### config.mk
export PLATFORM = sky130hd
export DESIGN_NAME = servo_pwm_ramp
export DESIGN_NICKNAME = d
export VERILOG_FILES = /design/src/rtl/servo_pwm_ramp.sv
export SDC_FILE = /design/constraint.sdc
export NUM_CORES = 1
export LEC_CHECK = 0
export CELL_PAD_IN_SITES_DETAIL_PLACEMENT = 1
export CELL_PAD_IN_SITES_GLOBAL_PLACEMENT = 2
export CORE_MARGIN = 4
export CORE_UTILIZATION = 37
export CTS_CLUSTER_SIZE = 25
export DETAILED_ROUTE_END_ITERATION = 7
export GPL_TIMING_DRIVEN = 0
export PLACE_DENSITY = 0.85
export SLEW_MARGIN = 20
export SYNTH_ARGS = -nofsm -noshare
export SYNTH_HDL_FRONTEND = slang
export SYNTH_SLANG_ARGS = --single-unit
### constraint.sdc
create_clock -name clk -period 12.6 [get_ports clk]
set_input_delay 3.78 -clock clk [delete_from_list [all_inputs] [get_ports clk]]
set_output_delay 3.78 -clock clk [all_outputs]
set_load 0.05 [all_outputs]
### src/rtl/servo_pwm_ramp.sv
// Purpose: Avalon-MM servo PWM generator; the live pulse width ramps toward a software target once per period.
// Latency: register writes land at the clock edge; readdata is valid one cycle after read; pwm_out lags the us compare by 1 cycle.
// Backpressure: none; the slave never stalls, so there is no waitrequest.
//
// Ports:
//   clk, reset_n                      - system clock, synchronous active-low reset
//   address, read, write, writedata   - Avalon-MM slave command side
//   readdata                          - registered read data, held until the next read
//   pwm_out                           - registered servo PWM (conduit export)
//
// Register map (word addresses):
//   0 TARGET  R/W  [15:0]   written value is clamped to [MIN_US, MAX_US]
//   1 CURRENT RO   [15:0]   live pulse width in us
//   2 CTRL    R/W  [0] enable, [15:8] step in us per period (0 = jump)
//   3 STATUS  R/W1C [0] at_target (RO), [1] clamp_flag (write 1 clears)
module servo_pwm_ramp #(
    parameter int CLK_HZ     = 50000000,
    parameter int PERIOD_US  = 20000,
    parameter int MIN_US     = 1000,
    parameter int MAX_US     = 2000,
    parameter int DEFAULT_US = 1500
) (
    input  logic        clk,
    input  logic        reset_n,
    input  logic [1:0]  address,
    input  logic        read,
    input  logic        write,
    input  logic [31:0] writedata,
    output logic [31:0] readdata,
    output logic        pwm_out
);

    localparam int             DIV        = CLK_HZ / 1000000;
    localparam int             PSW        = (DIV > 1) ? $clog2(DIV) : 1;
    localparam logic [PSW-1:0] PRESC_LAST = PSW'(DIV - 1);
    localparam logic [15:0]    CNT_LAST   = 16'(PERIOD_US - 1);
    localparam logic [15:0]    MIN_W      = 16'(MIN_US);
    localparam logic [15:0]    MAX_W      = 16'(MAX_US);
    localparam logic [15:0]    DEF_W      = 16'(DEFAULT_US);

    localparam logic [1:0] ADDR_TARGET  = 2'd0;
    localparam logic [1:0] ADDR_CURRENT = 2'd1;
    localparam logic [1:0] ADDR_CTRL    = 2'd2;
    localparam logic [1:0] ADDR_STATUS  = 2'd3;

    // Timebase
    logic [PSW-1:0] presc;
    logic [15:0]    us_cnt;
    logic           us_tick;
    logic           boundary;

    // Register state
    logic [15:0] target;
    logic [15:0] current;
    logic        enable;
    logic [7:0]  step;
    logic        clamp_flag;
    logic        run;

    // Combinational helpers
    logic [15:0] wr_target;
    logic        wr_clamped;
    logic [15:0] diff;
    logic [15:0] step_w;
    logic [15:0] current_next;
    logic        at_target;
    logic [31:0] rd_mux;

    // Upper write-data bits have no register behind them.
    logic unused_wd;
    assign unused_wd = &{1'b0, writedata[31:16]};

    assign us_tick   = (presc == PRESC_LAST);
    assign boundary  = us_tick && (us_cnt == CNT_LAST);
    assign at_target = (current == target);
    assign step_w    = {8'd0, step};

    // Clamp an incoming TARGET write into the legal servo range.
    always_comb begin
        wr_target  = writedata[15:0];
        wr_clamped = 1'b0;
        if (writedata[15:0] < MIN_W) begin
            wr_target  = MIN_W;
            wr_clamped = 1'b1;
        end else if (writedata[15:0] > MAX_W) begin
            wr_target  = MAX_W;
            wr_clamped = 1'b1;
        end
    end

    // Rate-limited move toward target; both operands stay inside
    // [MIN_US, MAX_US], so the 16-bit add/subtract cannot wrap.
    always_comb begin
        current_next = target;
        if (target >= current) begin
            diff = target - current;
        end else begin
            diff = current - target;
        end
        if ((step != 8'd0) && (diff > step_w)) begin
            if (target > current) begin
                current_next = current + step_w;
            end else begin
                current_next = current - step_w;
            end
        end
    end

    always_comb begin
        rd_mux = 32'd0;
        case (address)
            ADDR_TARGET:  rd_mux = {16'd0, target};
            ADDR_CURRENT: rd_mux = {16'd0, current};
            ADDR_CTRL:    rd_mux = {16'd0, step, 7'd0, enable};
            ADDR_STATUS:  rd_mux = {30'd0, clamp_flag, at_target};
            default:      rd_mux = 32'd0;
        endcase
    end

    always_ff @(posedge clk) begin
        if (!reset_n) begin
            presc      <= '0;
            us_cnt     <= 16'd0;
            run        <= 1'b0;
            target     <= DEF_W;
            current    <= DEF_W;
            enable     <= 1'b0;
            step       <= 8'd0;
            clamp_flag <= 1'b0;
            pwm_out    <= 1'b0;
            readdata   <= 32'd0;
        end else begin
            // Free-running timebase, independent of enable.
            if (us_tick) begin
                presc  <= '0;
                us_cnt <= (us_cnt == CNT_LAST) ? 16'd0 : us_cnt + 16'd1;
            end else begin
                presc  <= presc + 1'b1;
            end

            // Width changes and output arming happen only at the period
            // boundary, using the target/step registered before this edge.
            if (boundary) begin
                run     <= enable;
                current <= current_next;
            end

            pwm_out <= run && enable && (us_cnt < current);

            // rd_mux sees pre-write state, so a same-cycle read/write
            // returns the old value.
            if (read) begin
                readdata <= rd_mux;
            end

            if (write) begin
                case (address)
                    ADDR_TARGET: begin
                        target <= wr_target;
                        if (wr_clamped) begin
                            clamp_flag <= 1'b1;
                        end
                    end
                    ADDR_CTRL: begin
                        enable <= writedata[0];
                        step   <= writedata[15:8];
                        // Disarm immediately so a later re-enable waits for
                        // the next boundary instead of producing a runt pulse.
                        if (!writedata[0]) begin
                            run <= 1'b0;
                        end
                    end
                    ADDR_STATUS: begin
                        if (writedata[1]) begin
                            clamp_flag <= 1'b0;
                        end
                    end
                    default: begin
                    end
                endcase
            end
        end
    end

endmodule
==> impl.org <==
** Clock network
- Once the clock tree was built, the setup fixing pass inserted 0 buffers.
- Total number of clock tree sinks :: 82
- Number of gates resized after CTS :: 0
- The clock passes through at most 2 buffers.
- The number of hold buffers added after CTS was 0.
- After clock tree synthesis, the clock-pin slew on the worst setup and hold paths is 0.07 ns.
- The tree is rooted in a sky130_fd_sc_hd__clkbuf_16.
- # H-tree levels :: 3
- In this run, CTS created clock tree buffers numbering 9.
- At the later pin of the worst-skew pair, clock insertion delay measures 0.36 ns.
- TritonCTS built the clock tree.

** Final layout
- Proportion of layout cells with a drive suffix above 1 :: 0.06177
- Filler cells :: 2243
- Layout Area Growth over Synthesis :: 14.72%
- Once layout is complete, the utilization of the core stands at 0.4374.
- Number of cells in the finished layout apart from fillers :: 1168
- Ant. Diodes :: 0
- For this run, the post-layout net count is 1049.

** Run status
- The run finished with clean final reports.

** Pwr
- For this design the static power due to leakage is 3.446 nW.
- Power spread over the standard cell area amounts to 99.85 nW/µm².
- VDD sags by at most 0.06529 mV.

** Routing
- In the routed layout, each cell is associated on average with a via count of 5.570.
- For this block, the via count after detailed routing is 6506.
- After the first detailed-routing iteration, the DRC count stood at 383.
- For this run, design rule violations remaining after detail routing come to 0.
- Once detail routing completed, the nets flagged for antenna violations numbered 0.
- Routed wire length per instance :: 20.10 µm
- For this run, the detailed router's first-pass iteration total came to 5.
- Overall routed net length :: 23.47 mm

** Worst setup path
- Required time reported for the critical path endpoint :: 12.82 ns
- Startpoint types :: flop
- The most critical setup path has its endpoint at current[14]$_SDFFE_PN0P_.
- Arrival time of the worst setup path :: 6.42 ns
- The startpoint identified for the worst register-to-register timing path is target[4]$_SDFFE_PN1P_.
- Peak fanout along the critical path :: 10
- Worst r2r dst :: current[14]$_SDFFE_PN0P_
- STA classifies the critical path endpoint as a flop.
- Path depth of the worst reg2reg path :: 21
- Startpoint of the most critical setup path :: target[4]$_SDFFE_PN1P_
- Worst R2R Setup Slack :: 6.40 ns
- The worst setup path is of the flop to flop kind.

** Die
- Initial core utilization :: 0.3813
- Measured along the x axis, the die boundary spans 144.8 µm.
- Core box area :: 18150 µm²
- Top-level port count :: 71
- Row Count :: 49
- Measured along the y axis, the die boundary spans 144.8 µm.
- The floorplan step defined a die boundary enclosing 20950 µm².

** Timing
- After routing, the total negative slack on setup checks comes to 0 ns.
- Unrepaired setup endpoints after global routing :: false
- For the final database, setup skew stands at 0.01247 ns.
- Hold timing on the final database bottoms out at a slack of 0.4688 ns.
- Fraction of the cycle the final worst path needs :: 0.4921
- FMAX :: 0.1613 GHz
- The worst pin sits at a relative slew slack of 0.4641.
- Setup violations remaining at the end of the flow were counted as 0.
- Max-slew violations :: 0
- Final Hold Violating Endpoints :: 0
- Least-Margin Pin Slew :: 0.7995 ns
- Worst-case setup margin in the final layout :: 6.400 ns
- Counting I/O delays and the setup requirement, the final critical path takes 6.200 ns.

** Placement
- The congestion estimate from routability-driven global placement came to 0.9041.
- Prior to clock tree synthesis, the placed netlist has a worst setup slack of 6.306 ns.
- During placement, the flow inserted port buffers numbering 36.
- After legalization and detailed placement, the total HPWL measured 18.86 mm.
- # placed instances :: 1152

** Global route
- The via count of the first global-routing pass came to 6383.
- Total routing resource utilization after global routing :: 0.2325
- Initial antenna violation count :: 0
- After global routing the overflow that remains totals 0.
- The first global-routing pass estimated 37.40 mm of wire.
- Entering global routing, the biggest net connects 17 pins.

** Worst hold path
- The path class of the tightest hold or removal check is flop to flop.

** Synthesis
- The mapped netlist covers 6919 µm².
- In the synthesized netlist the dominant register cell turns out to be sky130_fd_sc_hd__dfxtp_1.
- Number of synthesis warnings :: 0
- Synthesized area per cell :: 7.935 µm²
- The synthesized netlist contains 67 unique library cells.
- Synthesized flop and latch total :: 82
- Of the synthesized area, sequential elements account for 0.2373.
- Post-synthesis cell count :: 872
- Of all flip-flops after synthesis, the portion carrying an async set or reset was 0.
- The synthesized design contains 0 enable-type register cells.

** Flow run
- The tool flagged a number of max-cap violations equal to 0.
[where the power goes]
part	switching (W)	internal, W
combinational	0.000145	0.0000935
clock	0.000125	0.000158
sequential	0.00000660	0.000265
total	0.000276	0.000516
[critical path, cell delays in order, from the launching register on]
cell                       delay (ns)
sky130_fd_sc_hd__dfxtp_1         0.50
sky130_fd_sc_hd__inv_1           0.08
sky130_fd_sc_hd__ha_1            0.30
sky130_fd_sc_hd__buf_2           0.23
sky130_fd_sc_hd__nand4_1         0.23
sky130_fd_sc_hd__nor4_1          0.71
sky130_fd_sc_hd__a31oi_4         0.07
sky130_fd_sc_hd__nand3_4         0.20
sky130_fd_sc_hd__buf_1           0.43
sky130_fd_sc_hd__mux2_2          0.39
sky130_fd_sc_hd__ha_1            0.29
sky130_fd_sc_hd__nor2b_1         0.14
sky130_fd_sc_hd__nor3_1          0.14
sky130_fd_sc_hd__o21ai_0         0.12
sky130_fd_sc_hd__a21oi_1         0.37
sky130_fd_sc_hd__nand4b_1        0.21
sky130_fd_sc_hd__or4_1           0.55
sky130_fd_sc_hd__a221oi_2        0.41
sky130_fd_sc_hd__a21oi_4         0.19
sky130_fd_sc_hd__buf_6           0.22
sky130_fd_sc_hd__mux2i_1         0.17
sky130_fd_sc_hd__a21oi_1         0.09
[metal layers]
metal,global-route usage,vias up,share of wire
li1,-,3212,-
met1,0.3464,3177,0.51
met2,0.3566,99,0.45
met3,0.03253,18,0.029
met4,0.04909,0,0.014
met5,0,-,0
[cells in the final DEF, fill, tap and decap left out, drive strengths merged, types with 3 or more instances in the layout]
| master | count |
|---|---|
| dfxtp | 82 |
| and4 | 4 |
| nand3 | 21 |
| inv | 64 |
| o211a | 9 |
| clkbuf | 35 |
| nor3 | 20 |
| nand4 | 18 |
| o21bai | 3 |
| o21a | 9 |
| nor4 | 7 |
| clkdlybuf4s50 | 36 |
| nor2 | 77 |
| conb | 16 |
| o21ai | 39 |
| o211ai | 25 |
| mux2i | 32 |
| ha | 74 |
| o22ai | 8 |
| a21boi | 11 |
| a21oi | 51 |
| nand2 | 75 |
| nand4b | 4 |
| fa | 3 |
| a21o | 21 |
| a31oi | 14 |
| o41ai | 5 |
| and3 | 8 |
| buf | 29 |
| and2 | 15 |
| xor2 | 20 |
| or2 | 3 |
| nand2b | 11 |
| nor2b | 13 |
| a22oi | 3 |
| xnor2 | 34 |
| a211oi | 11 |
| o2111ai | 4 |
[worst min-delay path by stage]
stage	slack (ns)	depth (start not counted)	startpoint	endpoint
after floorplan	0.43	1	presc[0]$_SDFF_PP0_	presc[0]$_SDFF_PP0_
after global placement	0.45	1	presc[0]$_SDFF_PP0_	presc[0]$_SDFF_PP0_
after detailed placement	0.46	1	presc[0]$_SDFF_PP0_	presc[0]$_SDFF_PP0_
after CTS	0.48	1	presc[0]$_SDFF_PP0_	presc[0]$_SDFF_PP0_
after global routing	0.49	1	presc[0]$_SDFF_PP0_	presc[0]$_SDFF_PP0_
final	0.47	1	presc[0]$_SDFF_PP0_	presc[0]$_SDFF_PP0_
[cells by family after synthesis]
kind of cell	count (synthesis)	synth area share
and+or+nand+nor	282	0.1991
adders and majority gates	77	0.1425
buffers and inverters	115	0.07577
other	1	0.0005420
muxes	34	0.05118
DFF	82	0.2373
AOI/OAI and AO/OA	227	0.2253
xor gates and xnor gates	54	0.06836
[registers in the layout, indices dropped and copies added (netlist names)]
name and count:
clamp_flag 1, current 16, enable 1, presc 6, pwm_out 1, readdata 16, run 1, step 8
target 16, us_cnt 16
[through the flow]
stage | power (W) | instance area, µm²
after floorplan | 0.0004498 | 6975
after global placement | 0.0005102 | 7622
after detailed placement | 0.0005126 | 7629
after CTS | 0.0008002 | 7938
after global routing | 0.0008363 | 7938
final | 0.0007926 | 7938
[synthesized netlist by cell type, types with 3 or more instances]
cell type                   instances  area (µm²)
sky130_fd_sc_hd__a211oi_1           9       67.56
sky130_fd_sc_hd__a21boi_0          10       75.07
sky130_fd_sc_hd__a21o_1            21       157.7
sky130_fd_sc_hd__a21oi_1           50       250.2
sky130_fd_sc_hd__a22oi_1            3       22.52
sky130_fd_sc_hd__a31oi_1           12       75.07
sky130_fd_sc_hd__and2_1            15       93.84
sky130_fd_sc_hd__and3_1             8       50.05
sky130_fd_sc_hd__and4_1             4       35.03
sky130_fd_sc_hd__buf_1              4       15.01
sky130_fd_sc_hd__buf_2              5       25.02
sky130_fd_sc_hd__buf_4             17       127.6
sky130_fd_sc_hd__buf_6              3       33.78
sky130_fd_sc_hd__clkbuf_1          26       97.59
sky130_fd_sc_hd__dfxtp_1           82        1642
sky130_fd_sc_hd__fa_1               3       60.06
sky130_fd_sc_hd__ha_1              74       925.9
sky130_fd_sc_hd__inv_1             60       225.2
sky130_fd_sc_hd__mux2i_1           32       320.3
sky130_fd_sc_hd__nand2_1           75       281.5
sky130_fd_sc_hd__nand2b_1          11       68.82
sky130_fd_sc_hd__nand3_1           20       100.1
sky130_fd_sc_hd__nand4_1           18       112.6
sky130_fd_sc_hd__nand4b_1           4       35.03
sky130_fd_sc_hd__nor2_1            77       289.0
sky130_fd_sc_hd__nor2b_1           13       81.33
sky130_fd_sc_hd__nor3_1            19       95.09
sky130_fd_sc_hd__nor4_1             7       43.79
sky130_fd_sc_hd__o2111ai_1          4       35.03
sky130_fd_sc_hd__o211a_1            9       90.09
sky130_fd_sc_hd__o211ai_1          24       180.2
sky130_fd_sc_hd__o21a_1             9       67.56
sky130_fd_sc_hd__o21ai_0           34       170.2
sky130_fd_sc_hd__o21ai_1            5       25.02
sky130_fd_sc_hd__o21bai_1           3       22.52
sky130_fd_sc_hd__o22ai_1            8       50.05
sky130_fd_sc_hd__o41ai_1            5       43.79
sky130_fd_sc_hd__xnor2_1           34       297.8
sky130_fd_sc_hd__xor2_1            20       175.2
[final cells by class]
class	instances	area, µm²	area share
multi-input cells	690	4816	0.6067
flip-flops and latches	82	1642	0.2068
repair buffers	36	360.3	0.04540
plain buffers	55	299.0	0.03767
well taps	229	286.5	0.03610
clock buffers	9	225.2	0.02837
inverters	60	225.2	0.02837
clock inverters	7	83.83	0.01056
No activity file was read; power rests on OpenSTA's default activity.
